<file path="src/rtl/exec_hazard_ctrl_if.sv">
// Decode/Execute hazard bus between the pipeline datapath and exec_hazard_ctrl.
// master: the datapath. It drives the Decode instruction fields and the EX flags,
//         and receives the stall, flush and forward controls plus the EX/MEM tracking state.
// slave : exec_hazard_ctrl.
interface exec_hazard_ctrl_if #(parameter int REG_IDX_W = 5);
  logic                 id_valid;
  logic [REG_IDX_W-1:0] id_src1, id_src2, id_dest;
  logic                 id_use_src1, id_use_src2, id_writes;
  logic                 id_is_load, id_is_multi, id_is_branch;
  logic [1:0]           id_br_cond;
  logic                 ZF, GF, LF;
  logic                 stall_id, flush_id;
  logic [1:0]           fwd_sel1, fwd_sel2;
  logic                 ex_valid, mem_valid, busy;
  logic [REG_IDX_W-1:0] ex_dest, mem_dest;

  modport master (
    output id_valid, id_src1, id_src2, id_dest, id_use_src1, id_use_src2, id_writes,
           id_is_load, id_is_multi, id_is_branch, id_br_cond, ZF, GF, LF,
    input  stall_id, flush_id, fwd_sel1, fwd_sel2, ex_valid, ex_dest, mem_valid, mem_dest, busy
  );
  modport slave (
    input  id_valid, id_src1, id_src2, id_dest, id_use_src1, id_use_src2, id_writes,
           id_is_load, id_is_multi, id_is_branch, id_br_cond, ZF, GF, LF,
    output stall_id, flush_id, fwd_sel1, fwd_sel2, ex_valid, ex_dest, mem_valid, mem_dest, busy
  );
endinterface

</file>
<file path="src/rtl/exec_hazard_ctrl.sv">
// Decode->Execute issue sequencer for the 16-bit pipelined core.
// Tracks the EX and MEM destination registers and produces the operand forward selects.
// Inserts a one-cycle bubble on a load-use hazard.
// Holds the pipe while a multi-cycle op occupies EX.
// Flushes Decode when the branch in EX is taken.
// Ports: clk, reset (synchronous, active high), bus (exec_hazard_ctrl_if.slave).

// Hazard unit for one operand.
// The EX result is forwarded unless it comes from a load. A load-use hit is flagged separately.
module exec_hazard_fwd #(parameter int REG_IDX_W = 5) (
  input  logic [REG_IDX_W-1:0] src_i,
  input  logic                 use_i,
  input  logic                 ex_valid_i,
  input  logic                 ex_writes_i,
  input  logic                 ex_is_load_i,
  input  logic [REG_IDX_W-1:0] ex_dest_i,
  input  logic                 mem_valid_i,
  input  logic [REG_IDX_W-1:0] mem_dest_i,
  output logic [1:0]           fwd_o,
  output logic                 lu_hit_o
);
  logic nz, ex_hit, mem_hit;
  assign nz       = (src_i != '0);  // R0 is hardwired, never a hazard
  assign ex_hit   = use_i & nz & ex_valid_i & ex_writes_i & (src_i == ex_dest_i);
  assign mem_hit  = use_i & nz & mem_valid_i & (src_i == mem_dest_i);
  assign fwd_o    = (ex_hit & ~ex_is_load_i) ? 2'b01 : mem_hit ? 2'b10 : 2'b00;
  assign lu_hit_o = ex_hit & ex_is_load_i;
endmodule

module exec_hazard_ctrl #(
  parameter int MULTI_CYCLES = 4,
  parameter int REG_IDX_W    = 5
) (
  input logic             clk,
  input logic             reset,
  exec_hazard_ctrl_if.slave bus
);
  typedef enum logic [1:0] {RUN, LU_STALL, MULTI} state_e;

  state_e               state_q, state_d;
  logic [3:0]           cnt_q, cnt_d;
  logic                 busy_q, busy_d;
  logic                 ex_valid_q, ex_valid_d, ex_writes_q, ex_writes_d;
  logic                 ex_is_load_q, ex_is_load_d, ex_is_branch_q, ex_is_branch_d;
  logic [1:0]           ex_br_cond_q, ex_br_cond_d;
  logic [REG_IDX_W-1:0] ex_dest_q, ex_dest_d, mem_dest_q, mem_dest_d;
  logic                 mem_valid_q, mem_valid_d;

  logic [1:0][REG_IDX_W-1:0] src;
  logic [1:0]                use_src, lu_hit;
  logic [1:0][1:0]           fwd;

  assign src     = {bus.id_src2, bus.id_src1};
  assign use_src = {bus.id_use_src2, bus.id_use_src1};

  for (genvar g = 0; g < 2; g++) begin : g_op
    exec_hazard_fwd #(.REG_IDX_W(REG_IDX_W)) u_fwd (
      .src_i(src[g]), .use_i(use_src[g]),
      .ex_valid_i(ex_valid_q), .ex_writes_i(ex_writes_q), .ex_is_load_i(ex_is_load_q),
      .ex_dest_i(ex_dest_q), .mem_valid_i(mem_valid_q), .mem_dest_i(mem_dest_q),
      .fwd_o(fwd[g]), .lu_hit_o(lu_hit[g])
    );
  end

  logic flag_sel, branch_taken, load_use;
  always_comb begin
    case (ex_br_cond_q)
      2'b00:   flag_sel = bus.ZF;
      2'b01:   flag_sel = bus.GF;
      2'b10:   flag_sel = bus.LF;
      default: flag_sel = 1'b1;
    endcase
  end
  assign branch_taken = ex_valid_q & ex_is_branch_q & flag_sel;
  assign load_use     = bus.id_valid & (|lu_hit);

  always_comb begin
    state_d        = state_q;
    cnt_d          = cnt_q;
    busy_d         = busy_q;
    ex_valid_d     = 1'b0;          // bubble unless something issues
    ex_writes_d    = 1'b0;
    ex_is_load_d   = 1'b0;
    ex_is_branch_d = 1'b0;
    ex_br_cond_d   = 2'b00;
    ex_dest_d      = ex_dest_q;
    mem_valid_d    = ex_valid_q & ex_writes_q;
    mem_dest_d     = ex_dest_q;
    bus.stall_id   = 1'b0;
    bus.flush_id   = 1'b0;
    case (state_q)
      // LU_STALL behaves exactly like RUN: the load has moved on to MEM, so the re-evaluated
      // hazard checks now resolve through MEM forwarding.
      RUN, LU_STALL: begin
        state_d = RUN;
        if (branch_taken) begin
          bus.flush_id = 1'b1;
        end else if (load_use) begin
          bus.stall_id = 1'b1;
          state_d      = LU_STALL;
        end else if (bus.id_valid) begin
          ex_valid_d     = 1'b1;
          ex_writes_d    = bus.id_writes;
          ex_is_load_d   = bus.id_is_load;
          ex_is_branch_d = bus.id_is_branch;
          ex_br_cond_d   = bus.id_br_cond;
          ex_dest_d      = bus.id_dest;
          if (bus.id_is_multi) begin
            state_d = MULTI;
            cnt_d   = 4'(MULTI_CYCLES - 1);
            busy_d  = 1'b1;
          end
        end
      end
      MULTI: begin
        // EX is held; the cycle that sees cnt==1 is the last stalled one, and the op then
        // spends one more cycle in EX under RUN. That gives MULTI_CYCLES cycles of EX in total.
        bus.stall_id   = 1'b1;
        ex_valid_d     = ex_valid_q;
        ex_writes_d    = ex_writes_q;
        ex_is_load_d   = ex_is_load_q;
        ex_is_branch_d = ex_is_branch_q;
        ex_br_cond_d   = ex_br_cond_q;
        mem_valid_d    = 1'b0;
        mem_dest_d     = mem_dest_q;
        cnt_d          = cnt_q - 4'd1;
        if (cnt_q == 4'd1) begin
          state_d = RUN;
          busy_d  = 1'b0;
        end
      end
      default: state_d = RUN;
    endcase
  end

  always_ff @(posedge clk) begin
    if (reset) begin
      state_q        <= RUN;
      cnt_q          <= '0;
      busy_q         <= 1'b0;
      ex_valid_q     <= 1'b0;
      ex_writes_q    <= 1'b0;
      ex_is_load_q   <= 1'b0;
      ex_is_branch_q <= 1'b0;
      ex_br_cond_q   <= 2'b00;
      ex_dest_q      <= '0;
      mem_valid_q    <= 1'b0;
      mem_dest_q     <= '0;
    end else begin
      state_q        <= state_d;
      cnt_q          <= cnt_d;
      busy_q         <= busy_d;
      ex_valid_q     <= ex_valid_d;
      ex_writes_q    <= ex_writes_d;
      ex_is_load_q   <= ex_is_load_d;
      ex_is_branch_q <= ex_is_branch_d;
      ex_br_cond_q   <= ex_br_cond_d;
      ex_dest_q      <= ex_dest_d;
      mem_valid_q    <= mem_valid_d;
      mem_dest_q     <= mem_dest_d;
    end
  end

  assign bus.fwd_sel1  = fwd[0];
  assign bus.fwd_sel2  = fwd[1];
  assign bus.ex_valid  = ex_valid_q;
  assign bus.ex_dest   = ex_dest_q;
  assign bus.mem_valid = mem_valid_q;
  assign bus.mem_dest  = mem_dest_q;
  assign bus.busy      = busy_q;
endmodule

</file>
<file path="src/flat_wrapper.sv">
// flat-port wrapper written by rule: the top's interface ports become plain ports
module exec_hazard_ctrl_flat 
#(
  parameter int MULTI_CYCLES = 4,
  parameter int REG_IDX_W    = 5
)
  (clk, reset, bus_id_valid, bus_id_src1, bus_id_src2, bus_id_dest, bus_id_use_src1, bus_id_use_src2, bus_id_writes, bus_id_is_load, bus_id_is_multi, bus_id_is_branch, bus_id_br_cond, bus_ZF, bus_GF, bus_LF, bus_stall_id, bus_flush_id, bus_fwd_sel1, bus_fwd_sel2, bus_ex_valid, bus_ex_dest, bus_mem_valid, bus_mem_dest, bus_busy);
  exec_hazard_ctrl_if #(.REG_IDX_W(REG_IDX_W)) bus_i ();
  input logic clk;
  input logic reset;
  input wire logic [$bits(bus_i.id_valid)-1:0] bus_id_valid;
  input wire logic [$bits(bus_i.id_src1)-1:0] bus_id_src1;
  input wire logic [$bits(bus_i.id_src2)-1:0] bus_id_src2;
  input wire logic [$bits(bus_i.id_dest)-1:0] bus_id_dest;
  input wire logic [$bits(bus_i.id_use_src1)-1:0] bus_id_use_src1;
  input wire logic [$bits(bus_i.id_use_src2)-1:0] bus_id_use_src2;
  input wire logic [$bits(bus_i.id_writes)-1:0] bus_id_writes;
  input wire logic [$bits(bus_i.id_is_load)-1:0] bus_id_is_load;
  input wire logic [$bits(bus_i.id_is_multi)-1:0] bus_id_is_multi;
  input wire logic [$bits(bus_i.id_is_branch)-1:0] bus_id_is_branch;
  input wire logic [$bits(bus_i.id_br_cond)-1:0] bus_id_br_cond;
  input wire logic [$bits(bus_i.ZF)-1:0] bus_ZF;
  input wire logic [$bits(bus_i.GF)-1:0] bus_GF;
  input wire logic [$bits(bus_i.LF)-1:0] bus_LF;
  output wire logic [$bits(bus_i.stall_id)-1:0] bus_stall_id;
  output wire logic [$bits(bus_i.flush_id)-1:0] bus_flush_id;
  output wire logic [$bits(bus_i.fwd_sel1)-1:0] bus_fwd_sel1;
  output wire logic [$bits(bus_i.fwd_sel2)-1:0] bus_fwd_sel2;
  output wire logic [$bits(bus_i.ex_valid)-1:0] bus_ex_valid;
  output wire logic [$bits(bus_i.ex_dest)-1:0] bus_ex_dest;
  output wire logic [$bits(bus_i.mem_valid)-1:0] bus_mem_valid;
  output wire logic [$bits(bus_i.mem_dest)-1:0] bus_mem_dest;
  output wire logic [$bits(bus_i.busy)-1:0] bus_busy;
  assign bus_i.id_valid = bus_id_valid;
  assign bus_i.id_src1 = bus_id_src1;
  assign bus_i.id_src2 = bus_id_src2;
  assign bus_i.id_dest = bus_id_dest;
  assign bus_i.id_use_src1 = bus_id_use_src1;
  assign bus_i.id_use_src2 = bus_id_use_src2;
  assign bus_i.id_writes = bus_id_writes;
  assign bus_i.id_is_load = bus_id_is_load;
  assign bus_i.id_is_multi = bus_id_is_multi;
  assign bus_i.id_is_branch = bus_id_is_branch;
  assign bus_i.id_br_cond = bus_id_br_cond;
  assign bus_i.ZF = bus_ZF;
  assign bus_i.GF = bus_GF;
  assign bus_i.LF = bus_LF;
  assign bus_stall_id = bus_i.stall_id;
  assign bus_flush_id = bus_i.flush_id;
  assign bus_fwd_sel1 = bus_i.fwd_sel1;
  assign bus_fwd_sel2 = bus_i.fwd_sel2;
  assign bus_ex_valid = bus_i.ex_valid;
  assign bus_ex_dest = bus_i.ex_dest;
  assign bus_mem_valid = bus_i.mem_valid;
  assign bus_mem_dest = bus_i.mem_dest;
  assign bus_busy = bus_i.busy;
  exec_hazard_ctrl #(.MULTI_CYCLES(MULTI_CYCLES), .REG_IDX_W(REG_IDX_W)) u_core (.clk(clk), .reset(reset), .bus(bus_i));
endmodule
</file>
<file path="config.mk">
export PLATFORM = sky130hd
export DESIGN_NAME = exec_hazard_ctrl_flat
export DESIGN_NICKNAME = d
export VERILOG_FILES = /design/src/rtl/exec_hazard_ctrl_if.sv /design/src/rtl/exec_hazard_ctrl.sv /design/src/flat_wrapper.sv
export SDC_FILE = /design/constraint.sdc
export NUM_CORES = 1
export LEC_CHECK = 0
export CAP_MARGIN = 5
export CORE_MARGIN = 5
export CORE_UTILIZATION = 24
export CTS_BUF_LIST = sky130_fd_sc_hd__clkbuf_8
export DETAILED_ROUTE_END_ITERATION = 12
export GPL_ROUTABILITY_DRIVEN = 0
export PLACE_DENSITY_LB_ADDON = 0.05
export SLEW_MARGIN = 0
export SYNTH_ARGS = -nofsm -noshare
export SYNTH_HDL_FRONTEND = slang
export SYNTH_SLANG_ARGS = --single-unit
</file>
<file path="constraint.sdc">
create_clock -name clk -period 1.85 [get_ports clk]
set_input_delay 0.2775 -clock clk [delete_from_list [all_inputs] [get_ports clk]]
set_output_delay 0.2775 -clock clk [all_outputs]
set_load 0.005 [all_outputs]
</file>
Yosys cells after proc, flatten, opt, wreduce, memory -nomap -nowiden --
Index checks and enable logic that the tools add are counted.
Operators by class: add/sub/neg operators 1, equality and inequality tests 14, multiplexer cells 47, reduce and logical (&&, ||, !) cells 11, bitwise logic cells 23
Operators by type and width (number):
- $mux W2 | 12
- $mux W1 | 21
- $and A1 B1 Y1 | 20
- $eq A5 B5 Y1 | 4
- $mux W4 | 4
- $pmux W1 S2 | 6
- $reduce_bool A5 Y1 | 2
- $ne A2 B2 Y1 const B | 4
- $pmux W2 S2 | 2
- $pmux W4 S2 | 1
- $reduce_and A6 Y1 | 1
- $reduce_or A2 Y1 | 3
- $reduce_and A5 Y1 | 1
- $eq A2 B1 Y1 const B | 2
- $eq A2 B2 Y1 const B | 2
- $eq A4 B1 Y1 const B | 1
- $logic_not A2 Y1 | 2
- $reduce_and A4 Y1 | 1
- $sub A4 B1 Y4 const B | 1
- $not A1 Y1 | 3
- $pmux W1 S3 | 1
- $ne A2 B1 Y1 const B | 1
- $reduce_bool A2 Y1 | 1
Word-level totals: register bits 24, bits of input ports 29, logic and storage cells 107

Logic depth before layout (Yosys ltp) --
depth in word-level cells 11, depth in mapped cells 6, mapped depth without buffers 6

Modules after synthesis --
From an unflattened synthesis, not the netlist that was laid out.
Unflattened totals: cells, all modules 162, area, all modules 1365.1 um2
Modules (own cells, without submodules):
- exec_hazard_ctrl | cells an instance 112, area an instance 1012.2 um2, times used 1
- exec_hazard_fwd | cells an instance 25, area an instance 176.4 um2, times used 2

Worst setup path before layout --
No wires, ideal clock.
kind register -> output, start reg u_core.ex_dest_q[0], in the netlist u_core.bus.ex_dest[0], end out bus_fwd_sel2[1], required time 1.572 ns, cell stages (with the launch flop) 7, path slack 0.003 ns, buffers on the path 1, arrival 1.570 ns, cells stage by stage dfxtp_1 -> xnor2_1 -> nand4_1 -> or4_1 -> buf_6 -> nor2_1 -> nor3_1
Between the ends: word-level cells in the longest chain between the ends 4
Ends and longest elaborated chain:
- from (decl) | line exec_hazard_ctrl.sv:46 | logic [REG_IDX_W-1:0] ex_dest_q, ex_dest_d, mem_dest_q, mem_dest_d;
- from (signal assigned) | line exec_hazard_ctrl.sv:158 | ex_dest_q <= ex_dest_d;
- $eq A5 B5 Y1 | line exec_hazard_ctrl.sv:24 | assign ex_hit = use_i & nz & ex_valid_i & ex_writes_i & (src_i == ex_dest_i);
- $and A1 B1 Y1 | line exec_hazard_ctrl.sv:24
- $and A1 B1 Y1 | line exec_hazard_ctrl.sv:26 | assign fwd_o = (ex_hit & ~ex_is_load_i) ? 2'b01 : mem_hit ? 2'b10 : 2'b00;
- $mux W2 | line exec_hazard_ctrl.sv:26
- to (decl) | line flat_wrapper.sv:28 | output wire logic [$bits(bus_i.fwd_sel2)-1:0] bus_fwd_sel2;
Every way passes these cells.

Worst setup path in the final report --
start reg u_core.ex_dest_q[0], in the netlist u_core.bus.ex_dest[0], end out bus_fwd_sel1[0]
Between the ends: word-level cells in the longest chain between the ends 4
Ends and longest elaborated chain:
- $eq A5 B5 Y1 | line exec_hazard_ctrl.sv:24
- $and A1 B1 Y1 | line exec_hazard_ctrl.sv:24
- $and A1 B1 Y1 | line exec_hazard_ctrl.sv:26
- $mux W2 | line exec_hazard_ctrl.sv:26
- to (decl) | line flat_wrapper.sv:27 | output wire logic [$bits(bus_i.fwd_sel1)-1:0] bus_fwd_sel1;
Every way passes these cells.

==> results.cfg <==
[job]
maxCapViolations = 0

[status]
outcome = finished with violations
violations = negative setup slack

[floorplanning]
coreArea_sq_um = 6026
rows = 28
start_util_pct = 25.00
ios = 48
die_width_um = 89.23
dieArea_sq_um = 7961
die_y_um = 89.23

[synth]
syn_area_per_cell_sq_um = 8.463
netlist.area_leader.share_pct = 31.89
syn_inst = 178
syn-cell-area_sq_um = 1506
ys_types = 42
ys_warn_count = 0
synth-edff-count = 0
synth_ff_type = dfxtp_1
syn_nets = 209
postSynth.asyncResetShare_pct = 0
netlist_top_cells_area = dfxtp_1, xnor2_1, xor2_1, nand2_1, a32o_1
synth_seq_cells = 24
yosys.area.top_type = dfxtp_1
ys_seq_area_share_pct = 31.89

[timing]
hold_ws_ns = 0.4812
hold_viol = 0
setup_violations = 6
min_period_over_period_pct = 113.5
worst_slack_ns = -0.2498
grt_setup_unrepaired = yes
skew_ns = 0.002761
tightestPinTransition_ns = 0.5207
fin_crit_ns = 2.100
max-slew-margin-rel_pct = 65.16
fmax_mhz = 476.2
maxSlewViolCount = 0

[worst_setup_path]
cp_max_fo = 3
crit_type = reg -> out
rr_worst_depth = 7
worst-path-buf-inv = 3
required_ns = 1.57
crit_cells = 7
rrSetupSlack_ns = 0
critPathLaunchType = flip-flop
r2r_start = u_core.bus.ex_dest[0]
cpPeakStageDelay_ns = 0.44
critPathSlowestCell = or4_4
crit_chain = xnor2_1 > nand4_1 > buf_4 > or4_4 > nor2_4 > buf_6 > buf_6
cp-end-kind = output pin
cp.arrival_ns = 1.82
reg2reg_to = u_core.cnt_q[2]
path_common_cell = buf_6
critPathTopFamily = simple AND/OR/NAND/NOR gates

[clocking]
clk_pin_slew_ns = 0.08
cts_max_path_buffers = 2
cts_hold_buf = 0
root_buffer = clkbuf_8
cts_tree = built
clock_latency_ns = 0.26
cts_max_level = 1
clock_sinks = 24
numCtsBuffers = 3

[cells_and_area]
fill_cells = 600
area_delta_synth_final_pct = 70.43
multi_input_area_sq_um = 1092
nets = 300
drive_gt1_share_pct = 34.46
instances_no_fill = 342
regArea_sq_um = 496.7
diodes = 0

[global_route]
grt_pass1_vias = 1727
grt_pass1_wl_um = 8424
grt_max_degree = 22
grt-ovfl-total = 0
antenna_found_initial = 0
grt_use_total_pct = 13.48

[pwr]
power_per_cell_area_nw_per_um2 = 555.5
p_leak_nw = 1.011
max-vdd-ir-drop_v = 0.0002408

[placement]
numPortBuffers = 47
dp_cells = 330
hpwlAfterDp_um = 4231

[detailed_routing]
drc_errors = 0
wl_um = 5334
avgRoutedWirePerCell_um = 15.60
vias = 1690
drtPass1Iterations = 4
via_per_inst = 4.942
initialDrtViolationCount = 63
ant_nets = 0

[min_path]
hold_start = u_core.ex_is_branch_q
holdPathEnd = u_core.ex_is_branch_q
holdPathStages = 1
hp-class = reg -> reg
## per-stage QoR
stage	TNS [ns]	area, sq um	power [mW]	util [%]	setup slack (ns)
after global placement	-11.58	2321	1.074	38.52	-0.8852
after global routing	-2.770	2567	1.521	42.61	-0.3473
after CTS	-1.145	2555	1.454	42.40	-0.2987
final	-0.9623	2567	1.426	42.61	-0.2498
after detailed placement	-11.83	2321	1.080	38.52	-0.9012
after floorplan	0	1506	0.8118	-	0.002639
## what timing repair did
item                       CTS  global route
resized for setup           81             4
setup endpoints to repair   24            23
setup buffers               11             0
pin swaps                   20             5
## report_power, final
part           internal [mW]  switching (mW)
Clock                  0.146           0.163
Combinational          0.287           0.210
Sequential             0.564          0.0559
Total                  0.997           0.429
## registers in the layout (all words and copies together), names as in the netlist
signal	cells
u_core.state_q	2
u_core.bus.ex_valid	1
u_core.ex_is_branch_q	1
u_core.bus.busy	1
u_core.bus.ex_dest	5
u_core.cnt_q	4
u_core.bus.mem_dest	5
u_core.ex_is_load_q	1
u_core.ex_br_cond_q	2
u_core.ex_writes_q	1
u_core.bus.mem_valid	1
## worst register-to-register path, cell delays in order, from the launching register on
cell	delay (ns)
dfxtp_2	0.38
xnor2_1	0.13
nand4_1	0.15
buf_4	0.16
or4_4	0.44
buf_4	0.19
a21oi_4	0.19
a31o_1	0.17
## how the worst max path moves through the flow
stage	startpoint	slack [ns]	end
floorplan	u_core.bus.ex_dest[0]	0.003	bus_fwd_sel2[1]
global placement	bus_id_src2[1]	-0.89	bus_fwd_sel2[1]
detailed placement	bus_id_src2[1]	-0.90	bus_fwd_sel2[1]
CTS	u_core.bus.ex_dest[4]	-0.30	bus_fwd_sel1[0]
global route	u_core.bus.ex_dest[4]	-0.35	bus_fwd_sel1[1]
finish	u_core.bus.ex_dest[0]	-0.25	bus_fwd_sel1[0]
## layer usage
layer / routed length (um) / share of wire [%] / global-route usage (%) / vias up
met5: 0 / 0 / 0 / -
met4: 115 / 2.2 / 4.601 / 0
met3: 322 / 6.0 / 2.028 / 10
met2: 2640 / 49 / 23.38 / 52
met1: 2255 / 42 / 16.96 / 786
li1: - / - / - / 842
## cells by family (layout without fill, tap and decap cells)
kind of cell             count (synthesis)  count (layout)  share of synthesized area [%]
AO/OA/AOI/OAI                           40              40                          21.01
buffers and inverters                   13             102                          4.069
multiplexers                             1               1                         0.7475
AND/OR/NAND/NOR                         78              78                          28.99
XOR/XNOR                                20              20                          11.63
flip-flops                              24              24                          31.89
adder cells (fa/ha/maj)                  2               2                          1.661
## Yosys cell counts (4+ instances only)
cell type	number
a21oi_1	7
a31oi_1	6
a32o_1	5
clkbuf_1	6
dfxtp_1	24
nand2_1	20
nand2b_1	8
nand4_1	7
nor2_1	8
nor2b_1	8
nor3_1	7
nor4_1	8
o311ai_0	5
or4_1	4
xnor2_1	10
xor2_1	10
## cells in the final DEF (no fill, tap or decap), types with 4 or more instances in the layout
master / synthesis / final
clkdlybuf4s50_1: 0 / 28
xnor2_1: 10 / 7
buf_4: 1 / 43
nand2b_1: 8 / 8
dlygate4sd2_1: 0 / 8
dfxtp_1: 24 / 17
nor3_1: 7 / 5
nor2b_1: 8 / 7
a32o_1: 5 / 5
xor2_1: 10 / 9
nor2_1: 8 / 5
a21oi_1: 7 / 7
buf_2: 0 / 5
nand2_1: 20 / 19
or4_4: 0 / 4
nand4_1: 7 / 7
o311ai_0: 5 / 5
dfxtp_2: 0 / 4
nor4_1: 8 / 7
a31oi_1: 6 / 6
buf_6: 1 / 7
## final cells by class
type                    instances  area share (%)
inverters                       3          0.4386
well taps                      75           3.655
clock buffers                   3           1.608
repair buffers                 96           32.41
flip-flops and latches         24           19.35
multi-input cells             141           42.54
No activity file was read; power rests on OpenSTA's default activity.
